**config.mk**
```make
export PLATFORM = sky130hd
export DESIGN_NAME = mem_port_arbiter
export DESIGN_NICKNAME = d
export VERILOG_FILES = /design/src/rtl/mem_port_arbiter_pkg.sv /design/src/rtl/mem_port_arbiter.sv
export SDC_FILE = /design/constraint.sdc
export NUM_CORES = 1
export LEC_CHECK = 0
export ABC_AREA = 1
export BUFFER_PORTS_ARGS = -buffer_cell sky130_fd_sc_hd__buf_2
export CAP_MARGIN = 20
export CORE_UTILIZATION = 49
export CTS_CLUSTER_SIZE = 12
export DETAILED_ROUTE_END_ITERATION = 16
export PLACE_DENSITY = 0.8
export SETUP_SLACK_MARGIN = 0.5
export SLEW_MARGIN = 10
export SYNTH_ARGS = -nofsm -noshare
export SYNTH_HDL_FRONTEND = slang
export SYNTH_SLANG_ARGS = --single-unit
```
**constraint.sdc**
```tcl
create_clock -name clk -period 14.55 [get_ports clk]
set_clock_uncertainty 0.1 [all_clocks]
set_input_delay 2.1825 -clock clk [delete_from_list [all_inputs] [get_ports clk]]
set_output_delay 2.1825 -clock clk [all_outputs]
set_load 0.005 [all_outputs]
```
**src/rtl/mem_port_arbiter_pkg.sv**
```systemverilog
// rtl/mem_port_arbiter_pkg.sv - shared pipeline definitions: ALU ops, arbiter state and grant-source codes
package mem_port_arbiter_pkg;

  typedef enum logic [3:0] {
    ALU_ADD  = 4'd0,
    ALU_SUB  = 4'd1,
    ALU_AND  = 4'd2,
    ALU_OR   = 4'd3,
    ALU_XOR  = 4'd4,
    ALU_SLL  = 4'd5,
    ALU_SRL  = 4'd6,
    ALU_SRA  = 4'd7,
    ALU_SLT  = 4'd8,
    ALU_SLTU = 4'd9
  } alu_op_e;

  // Memory-port arbiter FSM encoding
  localparam logic [1:0] ARB_IDLE    = 2'd0;
  localparam logic [1:0] ARB_IF_ACT  = 2'd1;
  localparam logic [1:0] ARB_ME_ACT  = 2'd2;
  localparam logic [1:0] ARB_IF_DROP = 2'd3;

  // Source of a completed memory response awaiting delivery
  localparam logic [1:0] SRC_NONE = 2'd0;
  localparam logic [1:0] SRC_IF   = 2'd1;
  localparam logic [1:0] SRC_ME   = 2'd2;

endpackage

```
**src/rtl/mem_port_arbiter.sv**
```systemverilog
// rtl/mem_port_arbiter.sv - single-port memory arbiter between fetch (IF) and data (ME) stages
module mem_port_arbiter
  import mem_port_arbiter_pkg::*;
#(
  parameter int STARVE_LIMIT = 4
) (
  input  logic        clk,
  input  logic        reset,
  input  logic        if_req,
  input  logic [31:0] if_addr,
  input  logic        if_flush,
  output logic [31:0] if_rdata,
  output logic        if_valid,
  input  logic        me_req,
  input  logic        me_we,
  input  logic [31:0] me_addr,
  input  logic [31:0] me_wdata,
  output logic [31:0] me_rdata,
  output logic        me_valid,
  output logic        mem_req,
  output logic        mem_we,
  output logic [31:0] mem_addr,
  output logic [31:0] mem_wdata,
  input  logic        mem_ready,
  input  logic [31:0] mem_rdata,
  output logic        stall_if,
  output logic        stall_me
);

  localparam int CW = (STARVE_LIMIT < 1) ? 1 : $clog2(STARVE_LIMIT + 1);
  localparam logic [CW-1:0] STARVE_MAX = CW'(STARVE_LIMIT);

  logic [1:0]    state_q, state_d;
  logic [CW-1:0] starve_q, starve_d;
  logic          mem_req_q, mem_req_d;
  logic          mem_we_q;
  logic [31:0]   mem_addr_q, mem_wdata_q;
  logic [1:0]    rsp_src_q, rsp_src_d;
  logic          rsp_we_q;
  logic [31:0]   rsp_data_q;
  logic [31:0]   if_rdata_q, me_rdata_q;
  logic          if_valid_q, me_valid_q;

  logic arb_en, if_cand, me_cand, starved, grant_me, grant_if, mem_done;

  // Arbitrate only when idle with no response still on its way back to a requester
  always_comb begin
    arb_en   = (state_q == ARB_IDLE) && (rsp_src_q == SRC_NONE) && !if_valid_q && !me_valid_q;
    if_cand  = if_req && !if_valid_q && !if_flush;
    me_cand  = me_req && !me_valid_q;
    starved  = (starve_q == STARVE_MAX) && if_req;
    grant_me = arb_en && me_cand && !(starved && if_cand);
    grant_if = arb_en && if_cand && !grant_me;
    mem_done = mem_req_q && mem_ready;
  end

  // Next-state logic for the FSM, mem_req, response routing and starvation count
  always_comb begin
    state_d   = state_q;
    mem_req_d = mem_req_q;
    rsp_src_d = SRC_NONE;
    starve_d  = starve_q;
    case (state_q)
      ARB_IDLE: begin
        if (grant_me) begin
          state_d   = ARB_ME_ACT;
          mem_req_d = 1'b1;
        end else if (grant_if) begin
          state_d   = ARB_IF_ACT;
          mem_req_d = 1'b1;
        end
      end
      ARB_IF_ACT: begin
        if (mem_done) begin
          state_d   = ARB_IDLE;
          mem_req_d = 1'b0;
          rsp_src_d = if_flush ? SRC_NONE : SRC_IF;
        end else if (if_flush) begin
          state_d = ARB_IF_DROP;
        end
      end
      ARB_ME_ACT: begin
        if (mem_done) begin
          state_d   = ARB_IDLE;
          mem_req_d = 1'b0;
          rsp_src_d = SRC_ME;
        end
      end
      ARB_IF_DROP: begin
        if (mem_done) begin
          state_d   = ARB_IDLE;
          mem_req_d = 1'b0;
        end
      end
      default: begin
        state_d   = ARB_IDLE;
        mem_req_d = 1'b0;
      end
    endcase
    if (grant_if) begin
      starve_d = '0;
    end else if (grant_me && if_req && (starve_q != STARVE_MAX)) begin
      starve_d = starve_q + CW'(1);
    end
  end

  // Control registers; reset abandons any in-flight transaction
  always_ff @(posedge clk or posedge reset) begin
    if (reset) begin
      state_q   <= ARB_IDLE;
      starve_q  <= '0;
      mem_req_q <= 1'b0;
      rsp_src_q <= SRC_NONE;
    end else begin
      state_q   <= state_d;
      starve_q  <= starve_d;
      mem_req_q <= mem_req_d;
      rsp_src_q <= rsp_src_d;
    end
  end

  // Memory command registers, loaded at grant; fetches never write
  always_ff @(posedge clk or posedge reset) begin
    if (reset) begin
      mem_we_q    <= 1'b0;
      mem_addr_q  <= '0;
      mem_wdata_q <= '0;
    end else if (grant_me) begin
      mem_we_q    <= me_we;
      mem_addr_q  <= me_addr;
      mem_wdata_q <= me_wdata;
    end else if (grant_if) begin
      mem_we_q    <= 1'b0;
      mem_addr_q  <= if_addr;
      mem_wdata_q <= '0;
    end
  end

  // Capture read data when the memory completes
  always_ff @(posedge clk or posedge reset) begin
    if (reset) begin
      rsp_data_q <= '0;
      rsp_we_q   <= 1'b0;
    end else if (mem_done) begin
      rsp_data_q <= mem_rdata;
      rsp_we_q   <= mem_we_q;
    end
  end

  // Deliver responses one cycle after capture; a flush in between still kills a fetch
  always_ff @(posedge clk or posedge reset) begin
    if (reset) begin
      if_valid_q <= 1'b0;
      me_valid_q <= 1'b0;
      if_rdata_q <= '0;
      me_rdata_q <= '0;
    end else begin
      if_valid_q <= (rsp_src_q == SRC_IF) && !if_flush;
      me_valid_q <= (rsp_src_q == SRC_ME);
      if ((rsp_src_q == SRC_IF) && !if_flush) begin
        if_rdata_q <= rsp_data_q;
      end
      if ((rsp_src_q == SRC_ME) && !rsp_we_q) begin
        me_rdata_q <= rsp_data_q;
      end
    end
  end

  assign mem_req   = mem_req_q;
  assign mem_we    = mem_we_q;
  assign mem_addr  = mem_addr_q;
  assign mem_wdata = mem_wdata_q;
  assign if_rdata  = if_rdata_q;
  assign if_valid  = if_valid_q;
  assign me_rdata  = me_rdata_q;
  assign me_valid  = me_valid_q;
  assign stall_if  = if_req & ~if_valid_q;
  assign stall_me  = me_req & ~me_valid_q;

endmodule

```
==> summary.txt, run 1 <==
Cells and area
  • Footprint of the multi-input gates: 2186 sq um
  • Layout cell share with drive strength beyond 1: 31.02%
  • Sequential Area: 4304 sq um
  • Util after Layout: 63.97%
  • Nets: 1141
  • Most common cell after layout, fill and taps aside: buf_2
  • Area Overhead vs Synth: 27.76%
  • Commonest cells after routing, fill and taps aside: buf_2 (268), nand2_1 (215), dfrtp_1 (172)
  • Final-layout fill cell count: 1181

Pwr
  • Seq pwr share: 43.2%
  • Switching Fraction: 34.72%
  • Combinational share of power: 33.9%
  • Clock network fraction of design power: 22.9%
  • P_int: 0.001223 W
  • P_leak: 4.964 nW
  • PD cells: 211.0 nW/um^2
  • Net Sw Power: 0.0006504 W
  • Max IR drop VDD: 141.9 uV

Clock network
  • Worst-skew pair later-pin latency: 0.41 ns
  • CTS tree: yes
  • Clk sinks: 172
  • Clock root buffer: clkbuf_16
  • Max H-tree Level: 4
  • TritonCTS Buffers: 17
  • CTS Hold Buffers Added: 0
  • Clock Tree Buf Depth: 2
  • Cts repair resizes: 0
  • Post-CTS setup repair buffer count: 0
  • Clock transition at path regs: 0.06 ns

Detailed routing
  • # DRC: 0
  • Routed vias: 5938
  • Vias per cell: 4.990
  • Initial detailed-routing violation count: 470
  • WL/cell: 14.28 um
  • Routed Wire Length: 16990 um
  • Post-route ant nets: 0
  • Pre-Repair DR Iteration Count: 5

Global route
  • Tot GR Track Use: 23.21%
  • Vias in the first global route: 5327
  • Initial antenna violation count: 1
  • Largest net degree at the start of global routing: 92
  • First-pass GRT wire length: 26300 um
  • Grt ovf: 0

Timing
  • Relative slew slack: 25.66%
  • Final worst path period need: 4.871 ns
  • Tcrit/Tclk final: 33.48%
  • Setup violators final: 0
  • RSZ-0062 raised after global routing: false
  • Fmax: 0.2053 GHz
  • Final hold violation count: 0
  • Fin. max-slew vios: 0
  • Worst-Margin Slew: 1.114 ns
  • Final setup TNS: 0 ns

Place
  • Routability cong.: 0.7890
  • DP HPWL: 11290 um
  • PortBufs: 268

Synth
  • Cells after synthesis: 750
  • Synth async-reset ratio: 100.0%
  • Syn Nets: 892
  • Syn_area_per_cell: 9.267 sq um
  • Mapped Area: 6950 sq um
  • Synth Warn #: 0
  • Post-synthesis sequential area ratio: 61.93%
  • Post-synth EDFFs: 0
  • Ys flop type: dfrtp_1
  • Seq cells post-synth: 172
  • Number of library cell types mapped by synthesis: 24

Hold path
  • HP Class: register to register

Setup path
  • Critical Path RT: 12.27 ns
  • Worst setup SP type: input port
  • Arrival @ worst endpoint: 2.59 ns
  • Endpoint type of the worst setup path: output port
  • Crit-path max FO: 3
  • WS Path Type: input port to output port

Floorplanning
  • Core Rows: 43
  • Chip height: 121.1 um
  • Boundary pin count: 269
  • Core Area: 13880 sq um
  • Die X: 121.1 um
  • Die ar.: 14670 sq um
  • Initial Util: 50.07%

Run status
  • Result of the run: finished, final reports clean

Flow run
  • MaxCap Viol Count: 0
metrics by stage:
| step | setup slack (ns) | hold WS [ns] | cell area [sq um] | total power [W] | std cells |
|---|---|---|---|---|---|
| after global routing | 9.655 | 0.3696 | 8880 | 0.002014 | 1190 |
| after global placement | 9.706 | 0.3412 | 8289 | 0.001422 | 1158 |
| after detailed placement | 9.686 | 0.3418 | 8289 | 0.001454 | 1158 |
| after CTS | 9.685 | 0.3477 | 8837 | 0.001888 | 1187 |
| after floorplan | 7.607 | 0.3307 | 6950 | 0.001182 | 750 |
| final | 9.679 | 0.3494 | 8880 | 0.001873 | 1190 |
final timing paths:
check / from / endpoint / slack, ns / cells past startpoint
max: if_req / stall_if / 9.68 / 4
min: rsp_src_q[1]$_DFF_PP0_ / if_valid$_DFF_PP0_ / 0.35 / 1
max reg2reg: state_q[0]$_DFFE_PP0P_ / mem_addr[3]$_DFFE_PP0P_ / 11.27 / 8
min reg2reg: rsp_src_q[1]$_DFF_PP0_ / if_valid$_DFF_PP0_ / 0.35 / 1
max in group asynchronous: reset / mem_wdata[4]$_DFFE_PP0P_ / 11.28 / 4
min in group asynchronous: reset / mem_addr[28]$_DFFE_PP0P_ / 1.82 / 2
state kept, by name, indices dropped and copies added, names as in the netlist, 2 cells and up:
signal	count
state_q	2
rsp_src_q	2
if_rdata	32
mem_wdata	32
rsp_data_q	32
starve_q	3
mem_addr	32
me_rdata	32
Yosys cell counts, types with 2 or more instances:
master    instances  area [sq um]
a21oi_1          33         165.2
buf_2            13         65.06
buf_6            11         123.9
clkbuf_1         18         67.56
dfrtp_1         172          4304
ha_1              7         87.58
inv_1            50         187.7
inv_2             3         11.26
nand2_1         217         814.5
nand2_2           2         12.51
nand3_1         106         530.5
nor2_1           42         157.7
nor2_4            2         22.52
o21ai_0          59         295.3
o21ai_1           6         30.03
cell type report:
cell class	instances	share of cell area, %
Sequential cell	172	48.47
Multi-Input combinational cell	481	24.62
Timing Repair Buffer	273	15.81
Clock buffer	22	5.115
Tap cell	180	2.536
Inverter	54	2.367
Clock inverter	7	1.057
Antenna cell	1	0.02818
layer usage:
metal / GRT usage, % / vias to the layer above / wire (um)
li1: - / 2890 / -
met2: 38.00 / 208 / 8617
met1: 29.98 / 2814 / 7086
met5: 0 / - / 0
met4: 8.565 / 0 / 359
met3: 5.592 / 26 / 926
kinds of logic after synthesis:
kind of cell / synth area share [%]
buffers and inverters: 6.697
AOI/OAI and AO/OA: 7.165
DFF: 61.93
and+or+nand+nor: 22.83
xor gates and xnor gates: 0.1260
adders and majority gates: 1.260
critical path, cell delays in order:
cell	delay, ns
buf_2	0.10
inv_1	0.06
nor2_4	0.12
buf_2	0.13
power groups by stage:
stage                     clock network, W  logic [W]  registers, W
after floorplan                          0   0.000358      0.000823
after global placement                   0   0.000618      0.000804
after detailed placement                 0   0.000643      0.000812
after CTS                         0.000437   0.000643      0.000808
after global routing              0.000459   0.000723      0.000832
final                             0.000429   0.000636      0.000808
Note: power is estimated with default switching activity, not from simulation.
==> run 2, diff against run 1 <==
--- a/config.mk
+++ b/config.mk
@@ -8,10 +8,10 @@
 export ABC_AREA = 1
 export BUFFER_PORTS_ARGS = -buffer_cell sky130_fd_sc_hd__buf_2
 export CAP_MARGIN = 20
-export CORE_UTILIZATION = 49
+export CORE_UTILIZATION = 44
 export CTS_CLUSTER_SIZE = 12
 export DETAILED_ROUTE_END_ITERATION = 16
-export PLACE_DENSITY = 0.8
+export PLACE_DENSITY = 0.76
 export SETUP_SLACK_MARGIN = 0.5
 export SLEW_MARGIN = 10
 export SYNTH_ARGS = -nofsm -noshare
==> constraint.sdc (replaced) <==
create_clock -name clk -period 4 [get_ports clk]
set_clock_uncertainty 0.1 [all_clocks]
set_input_delay 0.6 -clock clk [delete_from_list [all_inputs] [get_ports clk]]
set_output_delay 0.6 -clock clk [all_outputs]
set_load 0.005 [all_outputs]
==> run 2 against run 1 <==
Via count decreased by 0.54%. Core utilization decreased by 5.1 points. Combinational power increased to 3.6 times the previous value. Clock power increased to 3.9 times the previous value. First-iteration DRC count decreased by 21%. Power increased to 3.7 times the previous value. Cell count increased by 3.0%. Routed wire length increased by 2.1%. Worst hold slack got worse by 0.075 ns. Critical endpoint is now mem_addr[31]$_DFFE_PP0P_. Highest routed layer unchanged.
==> summary.txt, run 2 (same netlist as run 1, synthesis figures left out) <==
Run status
  • Result of the run: finished, final reports clean

Timing
  • Final setup TNS: 0 ns (unchanged)
  • Worst-Margin Slew: 0.9698 ns (-0.1437 ns)
  • Relative slew slack: 35.12% (+9.5 points)
  • Final worst path period need: 2.453 ns
  • Setup violators final: 0 (unchanged)
  • RSZ-0062 raised after global routing: false
  • Final hold violation count: 0 (unchanged)
  • Fin. max-slew vios: 0 (unchanged)
  • Fmax: 0.4076 GHz
  • Tcrit/Tclk final: 61.33%

Setup path
  • Critical Path RT: 4.26 ns (-8.01 ns)
  • WS Path Type: register to register
  • Worst R2R Path Depth: 9 (+1)
  • Flop-to-flop setup slack: 1.55 ns (-9.72 ns)
  • R2r endpoint: mem_addr[31]$_DFFE_PP0P_
  • Worst setup SP type: register
  • CP top delay family: buffers and inverters
  • Arrival @ worst endpoint: 2.71 ns (+0.12 ns)
  • Cells along the critical path: inv_1 -> ha_1 -> nand2_1 -> nor2_4 -> nand3_4 -> inv_2 -> buf_12 -> nand2_1 -> nand3_1
  • Crit-path max FO: 44 (+41)
  • CP max stage delay: 0.47 ns (+0.34 ns)
  • Slowest stage cell on the critical path: inv_2
  • FF-to-FF Start: state_q[0]$_DFFE_PP0P_
  • Most frequent cell on the critical path: nand2_1
  • CP Buf/Inv Count: 3 (unchanged)
  • Endpoint type of the worst setup path: register

Global route
  • Largest net degree at the start of global routing: 173 (+88%)
  • First-pass GRT wire length: 27660 um (+5.1%)
  • Initial antenna violation count: 1 (unchanged)
  • Tot GR Track Use: 21.85% (-1.4 points)
  • Grt ovf: 0 (unchanged)
  • Vias in the first global route: 5584 (+4.8%)

Detailed routing
  • Routed Wire Length: 17350 um (+2.1%)
  • Post-route ant nets: 0 (unchanged)
  • Routed vias: 5906 (-0.54%)
  • Vias per cell: 4.817 (-3.5%)
  • Initial detailed-routing violation count: 370 (-21%)
  • # DRC: 0 (unchanged)
  • Pre-Repair DR Iteration Count: 5 (unchanged)
  • WL/cell: 14.15 um (-0.86%)

Clock network
  • Post-CTS setup repair buffer count: 0 (unchanged)
  • CTS tree: yes
  • Clock Tree Buf Depth: 2 (unchanged)
  • TritonCTS Buffers: 17 (unchanged)
  • CTS Hold Buffers Added: 0 (unchanged)
  • Worst-skew pair later-pin latency: 0.42 ns (about the same)
  • Clk sinks: 172 (unchanged)
  • Cts repair resizes: 0 (unchanged)
  • Clock transition at path regs: 0.07 ns (about the same)
  • Max H-tree Level: 4 (unchanged)
  • Clock root buffer: clkbuf_16

Floorplanning
  • Core Area: 15310 sq um (+10%)
  • Core Rows: 45 (+4.7%)
  • Chip height: 127.7 um (+5.4%)
  • Die ar.: 16300 sq um (+11%)
  • Die X: 127.7 um (+5.4%)
  • Boundary pin count: 269 (unchanged)
  • Initial Util: 45.38% (-4.7 points)

Hold path
  • Hold endpoint: mem_wdata[22]$_DFFE_PP0P_
  • HP Class: input port to register
  • Hold Crit Depth: 3 (+2)
  • Worst Hold Launch: me_wdata[22]

Place
  • Routability cong.: 0.8007 (+1.5%)
  • DP HPWL: 11560 um (+2.4%)
  • PortBufs: 268 (unchanged)
  • Cells after DPL: 1190 (+2.8%)
  • Area post-placement: 8347 sq um (+0.69%)

Cells and area
  • Util after Layout: 58.86% (-5.1 points)
  • Post-Layout Cell Count: 1226 (+3.0%)
  • Area Overhead vs Synth: 29.70%
  • Final-layout fill cell count: 1377 (+17%)
  • Post-route cell area: 9015 sq um (+1.5%)
  • Nets: 1143 (+0.18%)
  • Layout cell share with drive strength beyond 1: 31.66% (+0.64 points)
  • Footprint of the multi-input gates: 2186 sq um (unchanged)
  • Commonest cells after routing, fill and taps aside: buf_2 (268), nand2_1 (215), dfrtp_1 (172)
  • Most common cell after layout, fill and taps aside: buf_2
  • Sequential Area: 4304 sq um (unchanged)

Pwr
  • PD cells: 769.3 nW/um^2 (+260%)
  • Max IR drop VDD: 466.9 uV (+230%)
  • P_leak: 5.019 nW (+1.1%)

Flow run
  • MaxCap Viol Count: 0 (unchanged)
-- run 2: cell types whose count changed in the layout (fill, tap and decap cells not counted) --
cell | previous run | this run
clkbuf_1 | 4 | 1
buf_12 | 2 | 4
clkinv_2 | 2 | 4
clkinv_4 | 1 | 3
inv_6 | 1 | 3
bufinv_16 | 2 | 3
clkinvlp_4 | 2 | 1
-- run 2: per-layer routing --
metal / track usage [%] / wire (um) / up-vias / share of wire [%]
met2: 36.32 / 8662 / 179 / 50
met3: 4.967 / 892 / 36 / 5.1
met4: 9.827 / 491 / 0 / 2.8
li1: - / - / 2903 / -
met5: 0 / 0 / - / 0
met1: 27.39 / 7308 / 2788 / 42
-- run 2: cell type report --
cell class | count | area share (%)
tap | 211 | 2.929
clock buffer | 19 | 4.913
sequential | 172 | 47.74
inverter | 54 | 2.318
timing repair buffer | 275 | 16.02
multi-input combinational | 481 | 24.25
antenna | 1 | 0.02776
clock inverter | 13 | 1.804
-- run 2: per-stage QoR --
step	worst slack, ns	power [W]	hold WS (ns)
3_3_place_gp	1.345	0.005178	0.3394
6_report	1.547	0.006936	0.2742
3_5_place_dp	1.260	0.005283	0.3428
2_1_floorplan	1.103	0.004299	0.3307
5_1_grt	1.331	0.007477	0.2707
4_1_cts	1.247	0.006993	0.2550
-- run 2: how the worst max path moves through the flow --
stage / depth (start not counted) / end / slack [ns] / from
floorplan: 1 / if_rdata[0]$_DFFE_PP0P_ / 1.10 / reset
global placement: 8 / mem_addr[17]$_DFFE_PP0P_ / 1.34 / state_q[0]$_DFFE_PP0P_
detailed placement: 8 / mem_addr[31]$_DFFE_PP0P_ / 1.26 / state_q[0]$_DFFE_PP0P_
CTS: 8 / mem_wdata[2]$_DFFE_PP0P_ / 1.25 / state_q[0]$_DFFE_PP0P_
global route: 9 / mem_addr[13]$_DFFE_PP0P_ / 1.33 / state_q[0]$_DFFE_PP0P_
finish: 9 / mem_addr[31]$_DFFE_PP0P_ / 1.55 / state_q[0]$_DFFE_PP0P_
-- run 2: report_power, final --
group | internal (W) | switching, W
sequential | 0.00255 | 0.000387
clock | 0.00100 | 0.000677
combinational | 0.000988 | 0.00133
total | 0.00454 | 0.00240
-- run 2: tightest hold or removal path: cells and delay by family --
kind / cells / cell delay [ns]
buffers and inverters: 1 / 0.07
and+or+nand+nor: 2 / 0.09
